==> config.mk <==
export PLATFORM = sky130hd
export DESIGN_NAME = pos_frame_tx
export DESIGN_NICKNAME = d
export VERILOG_FILES = /design/src/rtl/pos_frame_tx_pkg.sv /design/src/rtl/pos_frame_tx_chunk_mux.sv /design/src/rtl/pos_frame_tx.sv
export SDC_FILE = /design/constraint.sdc
export NUM_CORES = 1
export LEC_CHECK = 0
export ABC_CLOCK_PERIOD_IN_PS = 2600
export CAP_MARGIN = 20
export CORE_MARGIN = 2
export CORE_UTILIZATION = 57
export CTS_CLUSTER_DIAMETER = 150
export DETAILED_ROUTE_END_ITERATION = 7
export MAX_ROUTING_LAYER = met4
export PLACE_DENSITY = 0.85
export SLEW_MARGIN = 20
export SYNTH_ARGS = -nofsm -noshare
export SYNTH_HDL_FRONTEND = slang
export SYNTH_SLANG_ARGS = --single-unit
==> constraint.sdc <==
create_clock -name clk -period 2.6 [get_ports clk]
set_input_delay 0.26 -clock clk [delete_from_list [all_inputs] [get_ports clk]]
set_output_delay 0.26 -clock clk [all_outputs]
set_load 0.02 [all_outputs]
==> src/rtl/pos_frame_tx_pkg.sv <==
// Shared definitions for the position packetiser: field width, FSM state codes,
// and helpers for chunk counts, index widths and byte tags.
package pos_frame_tx_pkg;

    localparam int unsigned POS_FIELD_W = 12;

    typedef logic [1:0] pos_tx_state_t;

    localparam pos_tx_state_t PTX_IDLE = 2'd0;
    localparam pos_tx_state_t PTX_SEND = 2'd1;
    localparam pos_tx_state_t PTX_GAP  = 2'd2;

    function automatic int unsigned ceil_div(input int unsigned num, input int unsigned den);
        return (num + den - 1) / den;
    endfunction

    // Width of an index that counts 0..n-1; at least one bit.
    function automatic int unsigned idx_w(input int unsigned n);
        return (n > 1) ? unsigned'($clog2(n)) : 1;
    endfunction

    // Tag 0 is reserved so the receiver can spot a stray or idle byte.
    function automatic int unsigned pos_tag(input int unsigned c, input int unsigned k,
                                            input int unsigned n_chunk);
        return c * n_chunk + k + 1;
    endfunction

endpackage

==> src/rtl/pos_frame_tx_chunk_mux.sv <==
// Selects one {payload, tag} byte out of the latched frame for channel ch_idx,
// chunk chunk_idx; the final chunk is zero-padded above POS_W.
module pos_frame_tx_chunk_mux
    import pos_frame_tx_pkg::*;
#(
    parameter int unsigned N_CH    = 2,
    parameter int unsigned POS_W   = 10,
    parameter int unsigned CHUNK_W = 5,
    parameter int unsigned TAG_W   = 3,
    parameter int unsigned N_CHUNK = ceil_div(POS_W, CHUNK_W),
    parameter int unsigned CH_IW   = idx_w(N_CH),
    parameter int unsigned CK_IW   = idx_w(N_CHUNK)
) (
    input  logic [N_CH*POS_W-1:0]     frame,
    input  logic [CH_IW-1:0]          ch_idx,
    input  logic [CK_IW-1:0]          chunk_idx,
    output logic [CHUNK_W+TAG_W-1:0]  tx_byte
);

    localparam int unsigned PAD_W = N_CHUNK * CHUNK_W;

    logic [PAD_W-1:0]   padded;
    logic [CHUNK_W-1:0] payload;
    logic [TAG_W-1:0]   tag;

    always_comb begin
        padded = '0;
        for (int c = 0; c < N_CH; c++) begin
            if (ch_idx == CH_IW'(c)) begin
                padded[POS_W-1:0] = frame[c*POS_W +: POS_W];
            end
        end
    end

    always_comb begin
        payload = '0;
        for (int k = 0; k < N_CHUNK; k++) begin
            if (chunk_idx == CK_IW'(k)) begin
                payload = padded[k*CHUNK_W +: CHUNK_W];
            end
        end
    end

    assign tag     = TAG_W'(pos_tag(32'(ch_idx), 32'(chunk_idx), N_CHUNK));
    assign tx_byte = {payload, tag};

endmodule

==> src/rtl/pos_frame_tx.sv <==
// Position packetiser: snapshots N_CH coordinates and writes tagged chunk bytes into
// the UART TX FIFO whenever a coordinate changes or the refresh period expires.
module pos_frame_tx
    import pos_frame_tx_pkg::*;
#(
    parameter int unsigned N_CH        = 2,
    parameter int unsigned POS_W       = 10,
    parameter int unsigned CHUNK_W     = 5,
    parameter int unsigned TAG_W       = 3,
    parameter int unsigned REFRESH_CYC = 0,
    parameter int unsigned GAP_CYC     = 4
) (
    input  logic                        clk,
    input  logic                        rst,
    input  logic                        enable,
    input  logic [POS_FIELD_W*N_CH-1:0] pos_in,
    input  logic                        tx_full,
    output logic                        wr_uart,
    output logic [7:0]                  w_data,
    output logic                        busy,
    output logic [15:0]                 frame_cnt
);

    localparam int unsigned N_CHUNK = ceil_div(POS_W, CHUNK_W);
    localparam int unsigned CH_IW   = idx_w(N_CH);
    localparam int unsigned CK_IW   = idx_w(N_CHUNK);
    localparam int unsigned REF_W   = idx_w(REFRESH_CYC);
    localparam int unsigned GAP_W   = idx_w(GAP_CYC);
    localparam int unsigned FRAME_W = N_CH * POS_W;
    localparam int unsigned REF_MAX = (REFRESH_CYC == 0) ? 0 : REFRESH_CYC - 1;
    localparam int unsigned GAP_MAX = (GAP_CYC == 0) ? 0 : GAP_CYC - 1;

    if (CHUNK_W + TAG_W != 8) begin : g_bad_byte_w
        $error("pos_frame_tx: CHUNK_W + TAG_W must equal 8");
    end
    if (N_CH == 0 || POS_W == 0 || POS_W > POS_FIELD_W) begin : g_bad_pos_w
        $error("pos_frame_tx: need N_CH >= 1 and 1 <= POS_W <= POS_FIELD_W");
    end
    if (N_CH * N_CHUNK + 1 > (1 << TAG_W)) begin : g_bad_tag_w
        $error("pos_frame_tx: too many chunks for TAG_W");
    end

    pos_tx_state_t       state_q, state_d;
    logic [CH_IW-1:0]    ch_q, ch_d;
    logic [CK_IW-1:0]    ck_q, ck_d;
    logic [FRAME_W-1:0]  frame_q, frame_d;
    logic [FRAME_W-1:0]  snap_q, snap_d;
    logic [REF_W-1:0]    refresh_q, refresh_d;
    logic [GAP_W-1:0]    gap_q, gap_d;
    logic                wr_q, wr_d;
    logic [7:0]          data_q, data_d;
    logic [15:0]         cnt_q, cnt_d;

    logic [FRAME_W-1:0]  pos_now;
    logic [7:0]          tx_byte;
    logic                refresh_hit;
    logic                last_chunk;
    logic                last_byte;

    always_comb begin
        pos_now = '0;
        for (int c = 0; c < N_CH; c++) begin
            pos_now[c*POS_W +: POS_W] = pos_in[c*POS_FIELD_W +: POS_W];
        end
    end

    pos_frame_tx_chunk_mux #(
        .N_CH    (N_CH),
        .POS_W   (POS_W),
        .CHUNK_W (CHUNK_W),
        .TAG_W   (TAG_W),
        .N_CHUNK (N_CHUNK),
        .CH_IW   (CH_IW),
        .CK_IW   (CK_IW)
    ) u_chunk_mux (
        .frame     (frame_q),
        .ch_idx    (ch_q),
        .chunk_idx (ck_q),
        .tx_byte   (tx_byte)
    );

    assign refresh_hit = (REFRESH_CYC != 0) && (refresh_q == REF_W'(REF_MAX));
    assign last_chunk  = (ck_q == CK_IW'(N_CHUNK - 1));
    assign last_byte   = last_chunk && (ch_q == CH_IW'(N_CH - 1));

    always_comb begin
        state_d   = state_q;
        ch_d      = ch_q;
        ck_d      = ck_q;
        frame_d   = frame_q;
        snap_d    = snap_q;
        refresh_d = refresh_q;
        gap_d     = gap_q;
        wr_d      = 1'b0;
        data_d    = data_q;
        cnt_d     = cnt_q;

        case (state_q)
            PTX_IDLE: begin
                if (!enable) begin
                    refresh_d = '0;
                end else if (pos_now != snap_q || refresh_hit) begin
                    frame_d   = pos_now;
                    ch_d      = '0;
                    ck_d      = '0;
                    refresh_d = '0;
                    state_d   = PTX_SEND;
                end else if (REFRESH_CYC != 0) begin
                    refresh_d = refresh_q + 1'b1;
                end
            end

            PTX_SEND: begin
                // The FIFO full flag needs a cycle to reflect each write, so
                // never issue in the cycle right after a strobe.
                if (!tx_full && !wr_q) begin
                    wr_d   = 1'b1;
                    data_d = tx_byte;
                    if (last_byte) begin
                        snap_d  = frame_q;
                        cnt_d   = cnt_q + 16'd1;
                        ch_d    = '0;
                        ck_d    = '0;
                        gap_d   = '0;
                        state_d = (GAP_CYC == 0) ? PTX_IDLE : PTX_GAP;
                    end else if (last_chunk) begin
                        ck_d = '0;
                        ch_d = ch_q + 1'b1;
                    end else begin
                        ck_d = ck_q + 1'b1;
                    end
                end
            end

            PTX_GAP: begin
                if (gap_q == GAP_W'(GAP_MAX)) begin
                    gap_d   = '0;
                    state_d = PTX_IDLE;
                end else begin
                    gap_d = gap_q + 1'b1;
                end
            end

            default: state_d = PTX_IDLE;
        endcase
    end

    always_ff @(posedge clk) begin
        if (rst) begin
            state_q   <= PTX_IDLE;
            ch_q      <= '0;
            ck_q      <= '0;
            frame_q   <= '0;
            snap_q    <= '0;
            refresh_q <= '0;
            gap_q     <= '0;
            wr_q      <= 1'b0;
            data_q    <= '0;
            cnt_q     <= '0;
        end else begin
            state_q   <= state_d;
            ch_q      <= ch_d;
            ck_q      <= ck_d;
            frame_q   <= frame_d;
            snap_q    <= snap_d;
            refresh_q <= refresh_d;
            gap_q     <= gap_d;
            wr_q      <= wr_d;
            data_q    <= data_d;
            cnt_q     <= cnt_d;
        end
    end

    assign wr_uart   = wr_q;
    assign w_data    = data_q;
    assign busy      = (state_q != PTX_IDLE);
    assign frame_cnt = cnt_q;

endmodule
==> results of run 1 <==
[worst paths after layout]
path         slack (ns)            to       start
min                0.45     w_data[5]   w_data[5]
min reg2reg        0.45     w_data[5]   w_data[5]
max reg2reg        0.72  frame_cnt[9]  state_q[0]
max                0.72  frame_cnt[9]  state_q[0]
[sequential cells by signal, summed over array words and instances (netlist names)]
| register | cells |
|---|---|
| state_q | 2 |
| frame_cnt | 16 |
| ch_q | 1 |
| ck_q | 1 |
| wr_uart | 1 |
| w_data | 8 |
| frame_q | 20 |
| gap_q | 2 |
| snap_q | 20 |
[cell type report]
cell class	count	area share [%]
tap	72	2.240
sequential	71	35.35
multi-input combinational	268	42.38
clock buffer	10	3.423
clock inverter	6	2.676
timing repair buffer	57	13.57
inverter	4	0.3734
[cells by family after synthesis]
family | count (synthesis) | share of synthesized area [%]
mux | 26 | 9.912
xor+xnor | 30 | 8.037
buf+inv | 28 | 4.401
flops | 71 | 43.47
compound gates | 49 | 7.884
fa+ha+maj | 3 | 1.148
simple gates | 160 | 25.14
[per-layer routing]
| metal | vias to the layer above | share of wire (%) | GRT usage (%) | routed length, um |
|---|---|---|---|---|
| li1 | 1313 | - | - | - |
| met5 | - | 0 | - | 0 |
| met1 | 1231 | 43 | 28.80 | 2915 |
| met4 | 0 | 1.8 | 10.00 | 125 |
| met2 | 70 | 50 | 38.07 | 3392 |
| met3 | 14 | 5.3 | 4.638 | 362 |
[worst max-delay path, delay by kind of cell, from the launching register on]
| family | cells | cell delay, ns |
|---|---|---|
| DFF | 1 | 0.51 |
| AOI/OAI and AO/OA | 1 | 0.17 |
| and+or+nand+nor | 3 | 1.12 |
[power by group through the flow]
stage / logic, mW / clock network [mW] / registers, mW
CTS: 0.181 / 1.08 / 1.13
detailed placement: 0.179 / 0 / 1.16
global route: 0.196 / 1.13 / 1.14
finish: 0.180 / 1.07 / 1.13
global placement: 0.176 / 0 / 1.16
floorplan: 0.113 / 0 / 1.15
[layout by cell type, fill, tap and decap left out, drive strengths merged, types with 2 or more instances in the layout]
| cell | netlist | final |
|---|---|---|
| or3 | 5 | 5 |
| bufinv | 0 | 3 |
| nand2 | 64 | 64 |
| a21oi | 38 | 38 |
| clkbuf | 14 | 10 |
| nand3 | 5 | 5 |
| nand3b | 3 | 3 |
| inv | 4 | 4 |
| nand4 | 4 | 4 |
| dfxtp | 71 | 71 |
| and2 | 2 | 2 |
| o21ai | 7 | 7 |
| mux4 | 5 | 5 |
| nor2 | 18 | 18 |
| ha | 3 | 3 |
| nor3 | 8 | 8 |
| buf | 10 | 9 |
| xor2 | 23 | 23 |
| nor3b | 2 | 2 |
| nand2b | 40 | 40 |
| mux2i | 20 | 20 |
| clkinv | 0 | 2 |
| nor4 | 5 | 5 |
| clkdlybuf4s50 | 0 | 48 |
| xnor2 | 7 | 7 |
==> flow_summary.ini, run 1 <==
[outcome]
status = completed

[layout]
fillers = 409
fin_nets = 442
drive_gt1_share_pct = 8.413
area_growth_pct = 23.00
design_area_sq_um = 4021
seq_area_sq_um = 1421
multiInputGateArea_sq_um = 1704
finalNonFillerCells = 488
antennaDiodeCount = 0
post-route-util_pct = 73.03

[floorplanning]
die_w_um = 79.74
fp.dieH_um = 79.74
dieArea_sq_um = 6358
initial_core_util_pct = 59.37
num_rows = 27
ios = 54
core_sq_um = 5507

[critical_path]
crit_arrival_ns = 2.15
worstSetupPathType = flop to flop
start_kind = flop
cp_cell_sequence = nor4b_4 > nand4_2 > or3_1 > a21oi_1
required_ns = 2.87
cpMaxStageDelayCell = dfxtp_1
rr_worst_depth = 4
critPathMaxStageDelay_ns = 0.51
endpoint_kind = flop
cp_max_fo = 11

[synth]
ys_warn_count = 0
synth_cells = 367
synth.avg_cell_area_sq_um = 8.908
synth.top_cell.area_share_pct = 43.47
synthTopCellsByArea = dfxtp_1 43%, nand2b_1 7.7%, nand2_1 7.3%
postSynth.asyncResetShare_pct = 0
syn_area_sq_um = 3269
synth_edf_count = 0
yosysTopAreaCell = dfxtp_1
ys_ff_latch = 71
synth_nets = 398
yosys_most_used_dff = dfxtp_1
ys_seq_area_share_pct = 43.47
synth_common_cells = 71 x dfxtp_1, 64 x nand2_1, 40 x nand2b_1
yosysUniqueCellTypes = 37
yosys.cell_count.top_type = dfxtp_1

[sta]
setup_slack_ns = 0.7187
slew_violations = 0
fin_skew_ns = 0.008428
timing.slew.headroom_pct = 48.47
finalHoldViolCount = 0
setup_violations = 0
grt_setup_unrepaired = false
whs_ns = 0.4547
period_minus_slack_ns = 1.881
max_clock_freq_mhz = 531.5
fin_tns_setup_ns = 0
finalCritPeriodShare_pct = 72.36
tightest_slew_ns = 0.7730

[routing]
via_per_inst = 5.385
ant_nets = 0
drc = 0
dr.pass1.iters = 4
drt-total-wl_mm = 6.796
first_iter_violations = 240
route.detailed.wl_per_inst_um = 13.93
via_count = 2628

[clock_tree]
htree_levels = 3
cts-root-buf = clkbuf_8
numCtsBuffers = 9
clk_pin_slew_ns = 0.08
clkSinkCount = 71
clk_latency_ns = 0.35
clock_path_buffers = 2
cts_resized = 0
cts_tree = built
post_cts_buffers = 0
ctsHoldBuffers = 0

[worst_hold_path]
holdPathStages = 2
min_path_type = flop to flop

[place]
gp_congestion = 0.7641
dp_cells = 472
pre_cts_ws_ns = 0.3942
dpl.hpwl_mm = 4.629
placed_area_sq_um = 3776
port_buffers = 49

[grt]
grt_usage_pct = 23.51
globalRouteOverflowTotal = 0
grt_first_pass_wirelength_mm = 11.25
antenna_found_initial = 0
grt_pass1_vias = 2427
grt_max_degree = 93

[power_and_ir_drop]
p_int_mw = 1.867
ir_worst_vdd_mv = 0.4657
p_per_area_nw_per_um2 = 594.1
combinationalPowerShare_pct = 7.5
leakage_nw = 1.464
switching_power_mw = 0.5218
pwr-share-clk_pct = 44.9
switching_share_pct = 21.84
power_mw = 2.389
power_frac_seq_pct = 47.5

[job]
drv_cap = 0
No activity file was read; power rests on OpenSTA's default activity.
==> run 2: changes to the inputs <==
--- a/config.mk
+++ b/config.mk
@@ -5,14 +5,14 @@
 export SDC_FILE = /design/constraint.sdc
 export NUM_CORES = 1
 export LEC_CHECK = 0
-export ABC_CLOCK_PERIOD_IN_PS = 2600
+export ABC_CLOCK_PERIOD_IN_PS = 1900
 export CAP_MARGIN = 20
 export CORE_MARGIN = 2
-export CORE_UTILIZATION = 57
+export CORE_UTILIZATION = 53
 export CTS_CLUSTER_DIAMETER = 150
 export DETAILED_ROUTE_END_ITERATION = 7
 export MAX_ROUTING_LAYER = met4
-export PLACE_DENSITY = 0.85
+export PLACE_DENSITY = 0.79
 export SLEW_MARGIN = 20
 export SYNTH_ARGS = -nofsm -noshare
 export SYNTH_HDL_FRONTEND = slang
==> constraint.sdc (replaced) <==
create_clock -name clk -period 1.9 [get_ports clk]
set_input_delay 0.19 -clock clk [delete_from_list [all_inputs] [get_ports clk]]
set_output_delay 0.19 -clock clk [all_outputs]
set_load 0.02 [all_outputs]
==> run 2 against run 1 <==
Net effect:
- routed wire length grew 3.3%
- fmax grew 11%
- sequential power grew 37%
- critical path depth grew 2
- flip-flop and latch count is the same
- register-to-register slack lost 0.51 ns
- sequential share of layout area shrank 0.27 points
- clock power shrank 5%
- count of clock-buffer cells in the layout grew 2
==> flow_summary.ini, run 2 (synthesis gave the netlist of run 1 again) <==
[sta]
whs_ns = 0.3642
timing.slew.headroom_pct = 55.99
max_clock_freq_mhz = 590.5
fin_skew_ns = 0.007800
fin_tns_setup_ns = 0
tightest_slew_ns = 0.6602
setup_violations = 0
period_minus_slack_ns = 1.693
finalCritPeriodShare_pct = 89.12
slew_violations = 0
grt_setup_unrepaired = false
finalHoldViolCount = 0

[clock_tree]
cts_tree = built
post_cts_buffers = 0
clkSinkCount = 71
clk_latency_ns = 0.35
cts-root-buf = clkbuf_8
clock_path_buffers = 2
htree_levels = 3
ctsHoldBuffers = 0
numCtsBuffers = 9
cts_resized = 0
clk_pin_slew_ns = 0.07

[layout]
layout_common_cells = 71 x dfxtp_1, 64 x nand2_1, 47 x clkdlybuf4s50_1
final_common_cell = dfxtp_1
antennaDiodeCount = 0
area_growth_pct = 23.96
post-route-util_pct = 68.05
design_area_sq_um = 4053
fin_nets = 452
drive_gt1_share_pct = 9.859

[worst_hold_path]
holdPathStages = 2
hp-start = rst
min_path_type = input port to flop
worstHoldEndpoint = frame_cnt[11]

[power_and_ir_drop]
power_mw = 2.834
leakage_nw = 1.497
p_per_area_nw_per_um2 = 699.2
ir_worst_vdd_mv = 0.5631

[job]
drv_cap = 0

[place]
dpl.hpwl_mm = 4.999
placed_area_sq_um = 3892
gp_congestion = 0.7945
port_buffers = 49

[outcome]
status = completed

[routing]
first_iter_violations = 163
via_per_inst = 5.291
drc = 0
route.detailed.wl_per_inst_um = 14.02
drt-total-wl_mm = 7.022
via_count = 2651
ant_nets = 0
dr.pass1.iters = 4

[critical_path]
worstPathBufferInverterCount = 1
required_ns = 2.14
start_kind = flop
crit_family = simple AND/OR/NAND/NOR gates
critPathMaxStageDelay_ns = 0.33
crit_arrival_ns = 1.93
worstSetupPathType = flop to flop
rr_worst_depth = 6
cpMaxStageDelayCell = dfxtp_1
cp_cell_sequence = xor2_1 > nor4_1 > nand3_1 > o211a_1 > buf_4 > mux2i_1
r2r-end = frame_q[7]
cp_max_fo = 10
reg2reg_from = snap_q[3]
ff2ff_setup_slack_ns = 0.21
endpoint_kind = flop
startpoint = snap_q[3]

[grt]
grt_first_pass_wirelength_mm = 11.25
grt_pass1_vias = 2472
grt_max_degree = 40
grt_usage_pct = 22.75
globalRouteOverflowTotal = 0
antenna_found_initial = 0

[floorplanning]
ios = 54
fp.dieH_um = 82.54
die_w_um = 82.54
core_sq_um = 5956
dieArea_sq_um = 6813
num_rows = 28
initial_core_util_pct = 54.89
## run 2: changes by cell type in the layout (fill, tap and decap cells not counted)
cell	before	now
bufinv_16	3	0
clkbuf_1	0	3
clkinv_2	2	3
buf_12	0	3
clkbuf_8	10	9
dlymetal6s2s_1	0	1
buf_4	8	15
clkdlybuf4s50_1	48	47
## run 2: worst max-delay path by stage
stage / endpoint / cells past startpoint
finish: frame_q[7] / 6
floorplan: frame_cnt[10] / 4
global route: frame_cnt[12] / 5
detailed placement: frame_q[7] / 7
global placement: frame_q[2] / 7
CTS: busy / 4
## run 2: power breakdown
part,total [mW],internal [mW],switching (mW)
sequential,1.55,1.52,0.0278
combinational,0.267,0.142,0.125
clock,1.02,0.468,0.548
## run 2: cell type report
type,instances,area (sq um)
fill,503,1903
tap,75,93.84
clock inverter,4,22.52
sequential,71,1421
inverter,4,15.01
timing repair buffer,67,660.6
multi-input combinational,268,1704
clock buffer,12,135.1
## run 2: routing by layer
layer / part of all wire, % / track usage (%) / vias up
li1: - / - / 1333
met1: 45 / 26.86 / 1239
met2: 48 / 37.34 / 66
met5: 0 / - / -
met3: 4.9 / 6.522 / 13
met4: 1.7 / 7.705 / 0
## run 2: worst register-to-register path: cells and delay by family (launching register included)
| family | cells | cell delay, ns |
|---|---|---|
| AOI/OAI and AO/OA | 1 | 0.28 |
| DFF | 1 | 0.33 |
| muxes | 1 | 0.13 |
| buffers and inverters | 1 | 0.20 |
| xor gates and xnor gates | 1 | 0.16 |
| and+or+nand+nor | 2 | 0.48 |
## run 2: through the flow
stage / setup slack [ns] / cells
CTS: 0.03301 / 501
detailed placement: -0.1463 / 485
global route: 0.07045 / 501
global placement: -0.1095 / 485
finish: 0.2066 / 501
floorplan: 0.3199 / 367
